[config.mk]
export PLATFORM = sky130hd
export DESIGN_NAME = if_stage
export DESIGN_NICKNAME = d
export VERILOG_FILES = /design/src/rtl/if_stage.sv
export SDC_FILE = /design/constraint.sdc
export NUM_CORES = 1
export LEC_CHECK = 0
export BUFFER_PORTS_ARGS = -buffer_cell sky130_fd_sc_hd__buf_4
export CORE_MARGIN = 2
export CORE_UTILIZATION = 40
export CTS_BUF_LIST = sky130_fd_sc_hd__clkbuf_8
export CTS_CLUSTER_SIZE = 24
export DETAILED_ROUTE_END_ITERATION = 10
export GPL_TIMING_DRIVEN = 0
export PLACE_DENSITY_LB_ADDON = 0.25
export RECOVER_POWER = 25
export SETUP_SLACK_MARGIN = 0.5
export SLEW_MARGIN = 30
export SYNTH_ARGS = -nofsm -noshare
export SYNTH_HDL_FRONTEND = slang
export SYNTH_SLANG_ARGS = --single-unit
[constraint.sdc]
create_clock -name clk -period 4.59 [get_ports clk]
set_input_delay 1.377 -clock clk [delete_from_list [all_inputs] [get_ports clk]]
set_output_delay 1.377 -clock clk [all_outputs]
set_load 0.01 [all_outputs]
[src/rtl/if_stage.sv]
// Instruction-fetch stage: PC register, BHT-based branch prediction and
// the IF/ID pipeline register feeding the decode stage.
module if_stage #(
  parameter int BHT_IDX = 6
) (
  input  logic        clk,
  input  logic        rst_n,
  output logic [31:0] imem_addr,
  input  logic [31:0] imem_data,
  input  logic        stall,
  input  logic        changeFlow,
  input  logic [31:0] jb_addr,
  input  logic        br_resolve,
  input  logic        br_taken,
  input  logic [31:0] ex_pc_1,
  output logic [31:0] id_instr,
  output logic [31:0] id_pc_1,
  output logic        id_pred_taken,
  output logic        id_valid
);

  localparam int BHT_N = 1 << BHT_IDX;

  // Two-bit saturating counter step: up on taken, down otherwise.
  function automatic logic [1:0] sat_step(input logic [1:0] ctr, input logic taken);
    logic [1:0] res;
    if (taken) begin
      res = (ctr == 2'b11) ? 2'b11 : ctr + 2'b01;
    end else begin
      res = (ctr == 2'b00) ? 2'b00 : ctr - 2'b01;
    end
    return res;
  endfunction

  logic [31:0]        pc_q, pc_d;
  logic [31:0]        id_instr_q, id_instr_d;
  logic [31:0]        id_pc_1_q, id_pc_1_d;
  logic               id_pred_q, id_pred_d;
  logic               id_valid_q, id_valid_d;
  logic [1:0]         bht_q [BHT_N];

  logic               is_branch_s;
  logic [BHT_IDX-1:0] rd_idx_s;
  logic [BHT_IDX-1:0] wr_idx_s;
  logic [31:0]        ex_pc_s;
  logic [1:0]         rd_ctr_s;
  logic               pred_s;
  logic [31:0]        pc_plus1_s;
  logic [31:0]        br_target_s;

  // Prediction and fetch-address arithmetic; the BHT read sees the
  // registered (pre-update) counter, so a same-cycle update is not bypassed.
  always_comb begin
    is_branch_s = (imem_data[31:28] == 4'b0110);
    rd_idx_s    = pc_q[BHT_IDX-1:0];
    ex_pc_s     = ex_pc_1 - 32'd1;
    wr_idx_s    = ex_pc_s[BHT_IDX-1:0];
    rd_ctr_s    = bht_q[rd_idx_s];
    pred_s      = is_branch_s & rd_ctr_s[1];
    pc_plus1_s  = pc_q + 32'd1;
    br_target_s = pc_plus1_s + {{16{imem_data[15]}}, imem_data[15:0]};
  end

  // Next-PC priority: redirect, then stall, then predicted target, then PC+1.
  always_comb begin
    pc_d = pc_plus1_s;
    if (changeFlow) begin
      pc_d = jb_addr;
    end else if (stall) begin
      pc_d = pc_q;
    end else if (pred_s) begin
      pc_d = br_target_s;
    end else begin
      pc_d = pc_plus1_s;
    end
  end

  // IF/ID next state: flush on redirect (even while stalled), hold on stall.
  always_comb begin
    id_instr_d = id_instr_q;
    id_pc_1_d  = id_pc_1_q;
    id_pred_d  = id_pred_q;
    id_valid_d = id_valid_q;
    if (changeFlow) begin
      id_instr_d = 32'h0000_0000;
      id_pc_1_d  = 32'h0000_0000;
      id_pred_d  = 1'b0;
      id_valid_d = 1'b0;
    end else if (stall) begin
      id_instr_d = id_instr_q;
      id_pc_1_d  = id_pc_1_q;
      id_pred_d  = id_pred_q;
      id_valid_d = id_valid_q;
    end else begin
      id_instr_d = imem_data;
      id_pc_1_d  = pc_plus1_s;
      id_pred_d  = pred_s;
      id_valid_d = 1'b1;
    end
  end

  // PC and IF/ID registers with synchronous active-low reset.
  always_ff @(posedge clk) begin
    if (!rst_n) begin
      pc_q       <= 32'h0000_0000;
      id_instr_q <= 32'h0000_0000;
      id_pc_1_q  <= 32'h0000_0000;
      id_pred_q  <= 1'b0;
      id_valid_q <= 1'b0;
    end else begin
      pc_q       <= pc_d;
      id_instr_q <= id_instr_d;
      id_pc_1_q  <= id_pc_1_d;
      id_pred_q  <= id_pred_d;
      id_valid_q <= id_valid_d;
    end
  end

  // BHT training from the EX stage; reset leaves every entry weakly not-taken.
  always_ff @(posedge clk) begin
    if (!rst_n) begin
      for (int i = 0; i < BHT_N; i++) begin
        bht_q[i] <= 2'b01;
      end
    end else if (br_resolve) begin
      bht_q[wr_idx_s] <= sat_step(bht_q[wr_idx_s], br_taken);
    end else begin
      bht_q[wr_idx_s] <= bht_q[wr_idx_s];
    end
  end

  assign imem_addr     = pc_q;
  assign id_instr      = id_instr_q;
  assign id_pc_1       = id_pc_1_q;
  assign id_pred_taken = id_pred_q;
  assign id_valid      = id_valid_q;

endmodule

==> flow_summary.ini, run 1 <==
[run_status]
status = complete, no violations

[clock_network]
clockBufferDepth = 3
clkTransAtPathRegs_ps = 60
numCtsBuffers = 40
cts_tree = built
worstSkewPairLatency_ps = 580
cts.sinks = 232
htreeDepth = 2
clock-root-buffer = clkbuf_8

[timing]
setup_viol_count_final = 0
rsz0062_at_grt = yes
hold_slack_ps = 460.8
min_period_ps = 4282
tightest_slew_ps = 986.5
setup_tns_ps = 0
fmax_mhz = 233.5
fin_skew_ps = 30.93
relSlewSlack_pct = 34.23
fin_crit_sh_pct = 93.29
setup_ws_ps = 308.0
slew_violations = 0
hold_violations = 0

[floorplan]
core-area_sq_um = 33360
die_h_microns = 187.7
initial_utilization_pct = 40.44
die-area_sq_um = 35220
rows = 67
dieWidth_microns = 187.7
num_io_pins = 200

[logic_synthesis]
synth_area_leader_cell = edfxtp_1
yosysUniqueCellTypes = 76
synthTopCellsByArea = edfxtp_1, dfxtp_1, nand2_1
yosysTopAreaCellShare_pct = 28.49
syn_area_per_cell_sq_um = 9.763
yosys.cell_count.top_type = nand2_1
synth_warnings = 0
synth_area_sq_um = 13490
syn_nets = 1525
synth.ff_latch_count = 232
synthArstFlopShare_pct = 0
syn_inst = 1382
synthFlopType = edfxtp_1
yosys-top-cells-count = nand2_1, nor2_1, edfxtp_1
synth-edff-count = 128
ys_seq_area_share_pct = 43.92

[critical_path]
cpLargestDelayFamily = compound AO/OA/AOI/OAI gates
path_cells = ha_4 > nand3_4 > nor2_4 > and2_4 > buf_8 > and4_1 > buf_6 > nand3_2 > xor2_2 > inv_1 > ha_4 > buf_6 > a21o_1 > a21o_1 > a21oi_2 > nor2_1 > a211oi_2 > o31ai_4 > a22o_1 > mux2i_2 > and3_1 > o41ai_1
crit_slowest_cell = dfxtp_1
crit_type = flip-flop to flip-flop
start_kind = flip-flop
critPathBufInv = 4
arrival_ps = 4750
critPathMaxStageDelay_ps = 500
end_kind = flip-flop
required_ps = 5060
crit_fanout = 7

[cells_and_area]
area_growth_pct = 24.17
n_antenna_cell = 0
multiInputGateArea_sq_um = 7496
fin_util_pct = 50.21
final-seq-area_sq_um = 5926
fin_area_sq_um = 16750
drive_above_1_share_pct = 21.94
nNetsFinal = 1776
finalNonFillerCells = 2112
fill_cells = 3139

[placed_design]
dp_hpwl_microns = 33030
place_inst = 2001
place_ws_ps = -652.4
place_area_sq_um = 15570
place.port_buffers = 169
gp_congestion = 0.9142

[route]
ant_nets = 0
dr.pass1.iters = 7
routed_wl_microns = 46320
avgRoutedWirePerCell_microns = 21.93
routed_via_density = 5.718
vias = 12080
drc = 0
drt_iter0_markers = 1275

[global_routing]
grt_max_degree = 28
grt.total_usage_pct = 25.35
grt_pass1_vias = 11560
grt_pass1_wl_microns = 68200
grt.overflow.total = 0
antenna_found_initial = 0

[pwr]
peakVddDrop_mv = 0.1771
p_leak_nw = 6.469
powerDensity_nw_per_um2 = 318.3
power_mw = 5.333

[worst_hold_path]
hold_class = flip-flop to flip-flop

[run]
maxCapViolations = 0
worst register-to-register path, cell delays in order, from the launching register on:
cell,delay (ps)
dfxtp_1,500
ha_4,220
nand3_4,100
nor2_4,150
and2_4,150
buf_8,120
and4_1,210
buf_6,120
nand3_2,90
xor2_2,230
inv_1,100
ha_4,220
buf_6,130
a21o_1,160
a21o_1,160
a21oi_2,110
nor2_1,60
a211oi_2,270
o31ai_4,130
a22o_1,280
mux2i_2,180
and3_1,200
o41ai_1,280
what timing repair did:
| action | in CTS | in global routing |
|---|---|---|
| endpoints found under the setup margin | 169 | 152 |
| pin swaps | 6 | 30 |
| hold endpoints to repair | 0 | 0 |
| setup buffers | 14 | 24 |
| gates resized for setup | 45 | 85 |
| hold buffers | 0 | 0 |
layer usage:
layer / track usage (%) / up-vias / routed length [microns]
li1: - / 5483 / -
met4: 10.45 / 0 / 1845
met1: 31.96 / 5804 / 18190
met5: 0 / - / 0
met3: 6.064 / 129 / 4525
met2: 41.84 / 661 / 21760
registers in the layout, indices dropped and copies added (netlist names), named ones only:
signal / cells
id_pc_1: 32
imem_addr: 32
id_instr: 32
id_valid: 1
bht_q: 128
id_pred_taken: 1
cells in the final DEF (no fill, tap or decap), drive strengths merged, types with 6 or more instances in the layout:
master,n
a22oi,7
buf,154
o211ai,9
xor2,31
a21oi,66
mux2i,63
clkbuf,204
a211oi,12
nand3,88
mux2,12
clkinv,10
mux4,51
nand4,8
edfxtp,128
nand2,239
nor2,189
inv,37
ha,40
nor3,16
o22ai,7
xnor2,28
and4,6
nand2b,8
a31oi,9
a21o,27
dfxtp,104
o21ai,34
and3,14
report_power, final:
part	switching (mW)	leakage [nW]	internal, mW
sequential	0.0614	1.98	2.25
clock	0.897	0.442	0.921
combinational	0.703	4.05	0.496
total	1.66	6.47	3.67
area by class of cell:
cell class	instances	share of cell area [%]
sequential	232	35.37
buffer	103	3.921
inverter	22	0.6497
timing repair buffer	209	7.453
clock buffer	46	3.779
multi-input combinational	1025	44.74
clock inverter	27	0.7394
tap	448	3.346
final timing paths:
kind / slack [ps] / cells after the start / start / to
setup / recovery: 310 / 22 / imem_addr[0] / imem_addr[31]
hold / removal: 460 / 2 / id_pc_1[19] / id_pc_1[19]
setup reg to reg: 310 / 22 / imem_addr[0] / imem_addr[31]
hold reg to reg: 460 / 2 / id_pc_1[19] / id_pc_1[19]
logic make-up (layout without fill, tap and decap cells):
kind of cell,Yosys count,after routing,synth area share (%)
buffers and inverters,125,407,4.358
muxes,126,126,14.73
and+or+nand+nor,586,586,18.92
adders and majority gates,42,42,3.941
xor gates and xnor gates,59,59,3.885
DFF,232,232,43.92
AOI/OAI and AO/OA,212,212,10.26
Power figures use the tool's default switching activity.
==> run 2: changes to the inputs <==
--- a/config.mk
+++ b/config.mk
@@ -11,7 +11,7 @@
 export CTS_BUF_LIST = sky130_fd_sc_hd__clkbuf_8
 export CTS_CLUSTER_SIZE = 24
 export DETAILED_ROUTE_END_ITERATION = 10
-export GPL_TIMING_DRIVEN = 0
+export GPL_TIMING_DRIVEN = 1
 export PLACE_DENSITY_LB_ADDON = 0.25
 export RECOVER_POWER = 25
 export SETUP_SLACK_MARGIN = 0.5
==> run 2 against run 1 <==
Compared with the run above: via count down 5.2%; sequential power is essentially flat; final cell count shrank 1.8%; clock-buffer cell count up 6; total power up 5.0%; die area is the same; combinational power about the same; worst setup slack gained 160 ps; clock power grew 14%; critical path type unchanged; critical endpoint is now imem_addr[25]; largest power group unchanged.
==> flow_summary.ini, run 2 (same netlist as run 1, synthesis figures left out) <==
[cells_and_area]
final-seq-area_sq_um = 5937
nNetsFinal = 1738
regMostFlops = bht_q
fill_cells = 3172
largest_reg_flops = 128
fin_area_sq_um = 16870
final_common_cell = nand2_1
final_cell_mix = nand2_1, buf_4, nor2_1, edfxtp_1, dfxtp_1
fin_util_pct = 50.55
area_growth_pct = 25.00
n_antenna_cell = 0
finalNonFillerCells = 2074
multiInputGateArea_sq_um = 7362
drive_above_1_share_pct = 25.83

[clock_network]
clock-root-buffer = clkbuf_8
htreeDepth = 2
clockBufferDepth = 3
clkTransAtPathRegs_ps = 60
cts_tree = built
numCtsBuffers = 41
cts.sinks = 232
worstSkewPairLatency_ps = 560

[timing]
tightest_slew_ps = 1268
fin_skew_ps = 32.30
rsz0062_at_grt = yes
setup_viol_count_final = 0
slew_violations = 0
fmax_mhz = 242.7
setup_tns_ps = 0
hold_violations = 0
min_period_ps = 4120
fin_crit_sh_pct = 89.77
relSlewSlack_pct = 15.48

[route]
avgRoutedWirePerCell_microns = 19.14
dr.pass1.iters = 5
ant_nets = 0
drt_iter0_markers = 861
routed_wl_microns = 39690
drc = 0
vias = 11450
routed_via_density = 5.521

[pwr]
peakVddDrop_mv = 0.2148
swShare_pct = 29.01
p_sw_mw = 1.625
powerDensity_nw_per_um2 = 332.0
clkPwrFrac_pct = 37.1
p_leak_nw = 6.634
internal_power_mw = 3.975
combPwrFrac_pct = 21.4
power_frac_seq_pct = 41.5

[critical_path]
start_kind = flip-flop
cp-startpoint = imem_addr[9]
timing.rr.start = imem_addr[9]
crit_type = flip-flop to flip-flop
critPathCapture = imem_addr[25]
end_kind = flip-flop
r2r_end = imem_addr[25]
arrival_ps = 4530
crit_fanout = 5
required_ps = 5000
ff2ff_setup_slack_ps = 470
r2r_cells = 16

[floorplan]
core-area_sq_um = 33360
die_h_microns = 187.7
die-area_sq_um = 35220
dieWidth_microns = 187.7
num_io_pins = 200
initial_utilization_pct = 40.44
rows = 67

[global_routing]
grt_max_degree = 61
grt_pass1_wl_microns = 60380
grt.total_usage_pct = 21.49
antenna_found_initial = 0
grt.overflow.total = 0
grt_pass1_vias = 10950

[run_status]
status = complete, no violations

[worst_hold_path]
hold_class = flip-flop to flip-flop
hp-start = id_valid

[run]
maxCapViolations = 0

[placed_design]
place_inst = 1986
place_area_sq_um = 15760
dp_hpwl_microns = 27530
place.port_buffers = 173
gp_congestion = 0.8469
## run 2: cell count changes in the layout (fill, tap and decap cells not counted), moves of 8 or more
| cell | change |
|---|---|
| nand3_1 | -17 |
| buf_2 | -14 |
| clkbuf_1 | -78 |
| inv_1 | -10 |
| clkbuf_2 | -8 |
| buf_4 | +72 |
| nand3_2 | +18 |
| xnor2_1 | +8 |
## run 2: per-stage QoR
stage / setup WS [ps] / total power [mW] / hold WS (ps)
6_report: 469.7 / 5.600 / 464.5
5_1_grt: 178.8 / 5.825 / 481.2
4_1_cts: 454.4 / 5.538 / 467.6
3_5_place_dp: -210.3 / 3.449 / 454.9
3_3_place_gp: -205.0 / 3.434 / 450.3
2_1_floorplan: 214.7 / 3.055 / 485.6
## run 2: metal layers
metal	routed length [microns]	global-route usage, %	part of all wire [%]	vias up
met2	19440	36.72	49	422
met5	0	0	0	-
li1	-	-	-	5403
met3	2587	3.313	6.5	67
met1	16760	28.41	42	5559
met4	909	5.784	2.3	0
## run 2: final cells by class
type / instances / share of cell area [%]
Inverter: 22 / 0.5712
Clock buffer: 52 / 4.243
Timing Repair Buffer: 272 / 11.97
Multi-Input combinational cell: 1026 / 43.65
Clock inverter: 22 / 1.046
Sequential cell: 232 / 35.20
Tap cell: 448 / 3.323
## run 2: what timing repair did
action / CTS / global route
pin swaps: 1 / 15
resized for setup: 10 / 58
setup buffers: 1 / 7
hold buffers: 0 / 0
gates cloned: 1 / 5
endpoints found under the setup margin: 76 / 78
## run 2: worst min-delay path by stage
| stage | endpoint | slack (ps) | cells past startpoint |
|---|---|---|---|
| global placement | id_valid | 450 | 1 |
| finish | id_valid | 460 | 1 |
| detailed placement | id_valid | 450 | 1 |
| floorplan | id_pc_1[26] | 490 | 2 |
| CTS | id_valid | 470 | 1 |
| global route | id_pc_1[14] | 480 | 2 |
## run 2: worst max-delay path, cell delays in order (launching register included)
cell and delay (ps):
dfxtp_1 470, and4_1 320, and4_4 260, and3_4 200, and4_1 340, xnor2_1 200, ha_1 310, a211oi_2 230
o21ai_2 110, o22a_1 230, a21o_1 210, a31oi_4 210, buf_4 140, o21ai_0 90, o41ai_1 340, xor2_1 240
o21ai_0 90
## run 2: power by group through the flow
stage	Sequential, mW	Clock [mW]	Combinational [mW]
5_1_grt	2.33	2.21	1.28
2_1_floorplan	2.35	0	0.703
4_1_cts	2.32	2.12	1.10
3_5_place_dp	2.36	0	1.09
6_report	2.32	2.08	1.20
3_3_place_gp	2.36	0	1.07
==> run 3: changes to the inputs <==
==> constraint.sdc (replaced) <==
create_clock -name clk -period 4 [get_ports clk]
set_input_delay 1.2 -clock clk [delete_from_list [all_inputs] [get_ports clk]]
set_output_delay 1.2 -clock clk [all_outputs]
set_load 0.01 [all_outputs]
==> run 3 against run 2 <==
Compared with the run above: the flow now finishes with violations (negative setup slack); critical path type is now input port to flip-flop; utilization increased by 5.9 points; die area unchanged; global-route usage increased by 1.2 points; critical path depth unchanged; non-clock buffer count increased by 84; total power increased by 19%.
==> flow_summary.ini, run 3 (same netlist as run 1, synthesis figures left out) <==
[cells_and_area]
fill_cells = 2873
finalNonFillerCells = 2159
regMostFlops = bht_q
final_common_cell = nand2_1
final-seq-area_sq_um = 5961
largest_reg_flops = 128
final_cell_mix = nand2_1, buf_4, edfxtp_1, nor2_1, dfxtp_1
nNetsFinal = 1821
area_growth_pct = 39.50
fin_area_sq_um = 18820
drive_above_1_share_pct = 35.73
multiInputGateArea_sq_um = 8403

[global_routing]
grt_pass1_wl_microns = 63180
grt_pass1_vias = 11450
antenna_found_initial = 1
grt_max_degree = 58
grt.overflow.total = 0
grt.total_usage_pct = 22.64

[floorplan]
rows = 67
num_io_pins = 200
die_h_microns = 187.7
die-area_sq_um = 35220
initial_utilization_pct = 40.44
dieWidth_microns = 187.7
core-area_sq_um = 33360

[critical_path]
required_ps = 4250
crit_type = input port to flip-flop
path_cells = buf_12 > inv_12 > ha_4 > xor2_4 > buf_12 > mux4_2 > nand2_2 > nand2_2 > a222oi_1 > nand3_1 > maj3_2 > mux2i_4 > buf_6 > buf_12 > buf_16 > nand3_2
arrival_ps = 4280
ff2ff_setup_slack_ps = 120
r2r_cells = 17
start_kind = input port
crit_slowest_cell = mux4_2
crit_fanout = 7
cp_common_cell = buf_12
critPathMaxStageDelay_ps = 500
end_kind = flip-flop

[pwr]
power_mw = 6.670
powerDensity_nw_per_um2 = 354.3
p_leak_nw = 7.223
peakVddDrop_mv = 0.2308

[route]
routed_wl_microns = 42500
dr.pass1.iters = 5
vias = 12010
avgRoutedWirePerCell_microns = 19.69
routed_via_density = 5.564
ant_nets = 0
drt_iter0_markers = 852
drc = 0

[placed_design]
place_inst = 2001
gp_congestion = 0.8357
dp_hpwl_microns = 27600
place_area_sq_um = 16030
place.port_buffers = 173

[timing]
rsz0062_at_grt = yes
fin_skew_ps = 42.49
hold_violations = 0
setup_tns_ps = -165.1
fin_crit_sh_pct = 100.8
setup_viol_count_final = 10
setup_ws_ps = -30.15
slew_violations = 0
min_period_ps = 4030
tightest_slew_ps = 1188
hold_slack_ps = 463.1
relSlewSlack_pct = 20.79
fmax_mhz = 248.1

[clock_network]
numCtsBuffers = 41
htreeDepth = 2
worstSkewPairLatency_ps = 560
clockBufferDepth = 3
ctsHoldBuffers = 0
cts.sinks = 232
clkTransAtPathRegs_ps = 60
clock-root-buffer = clkbuf_8
cts_tree = built

[worst_hold_path]
hold_depth = 2
hold_class = flip-flop to flip-flop

[run_status]
violations = negative setup slack
status = finished, violations left

[run]
maxCapViolations = 0
[run 3: area by class of cell]
cell class                      count  share of cell area, %
Clock inverter                     27                 0.5916
Sequential cell                   232                  31.67
Tap cell                          448                  2.978
Multi-Input combinational cell   1025                  44.64
Inverter                           22                 0.5185
Timing Repair Buffer              356                  16.08
Clock buffer                       48                  3.510
Antenna cell                        1                0.01329
[run 3: report_power, final]
| group | internal, mW | total, mW | switching (mW) |
|---|---|---|---|
| logic | 0.920 | 1.91 | 0.993 |
| clock network | 1.09 | 2.10 | 1.01 |
| registers | 2.59 | 2.66 | 0.0698 |
| total | 4.60 | 6.67 | 2.07 |
[run 3: metal layers]
metal | GRT usage (%) | share of wire [%] | vias up
met5 | 0 | 0 | -
met4 | 8.025 | 3.3 | 0
met3 | 4.286 | 7.5 | 112
met2 | 37.71 | 48 | 486
met1 | 29.51 | 41 | 5828
li1 | - | - | 5587
[run 3: worst paths after layout]
check	start	endpoint
max	ex_pc_1[0]	bht_q[37][0]
min	id_pc_1[24]	id_pc_1[24]
max reg2reg	imem_addr[4]	imem_addr[31]
min reg2reg	id_pc_1[24]	id_pc_1[24]
[run 3: repair_timing]
| item | CTS | global route |
|---|---|---|
| pin swaps | 40 | 66 |
| setup buffers | 45 | 23 |
| cloned | 13 | 1 |
| resized for setup | 104 | 190 |
| endpoints found under the setup margin | 144 | 146 |
[run 3: critical path, delay by kind of cell]
family | cells | cell delay (ps)
AOI/OAI and AO/OA | 1 | 490
xor gates and xnor gates | 1 | 180
adders and majority gates | 2 | 550
buffers and inverters | 6 | 690
muxes | 2 | 700
and+or+nand+nor | 4 | 470
[run 3: per-stage QoR]
step | setup WS, ps | util, %
after global routing | -117.2 | 56.42
after floorplan | -198.3 | -
after CTS | 87.66 | 54.01
after global placement | -615.5 | 48.04
after detailed placement | -643.0 | 48.04
final | -30.15 | 56.42
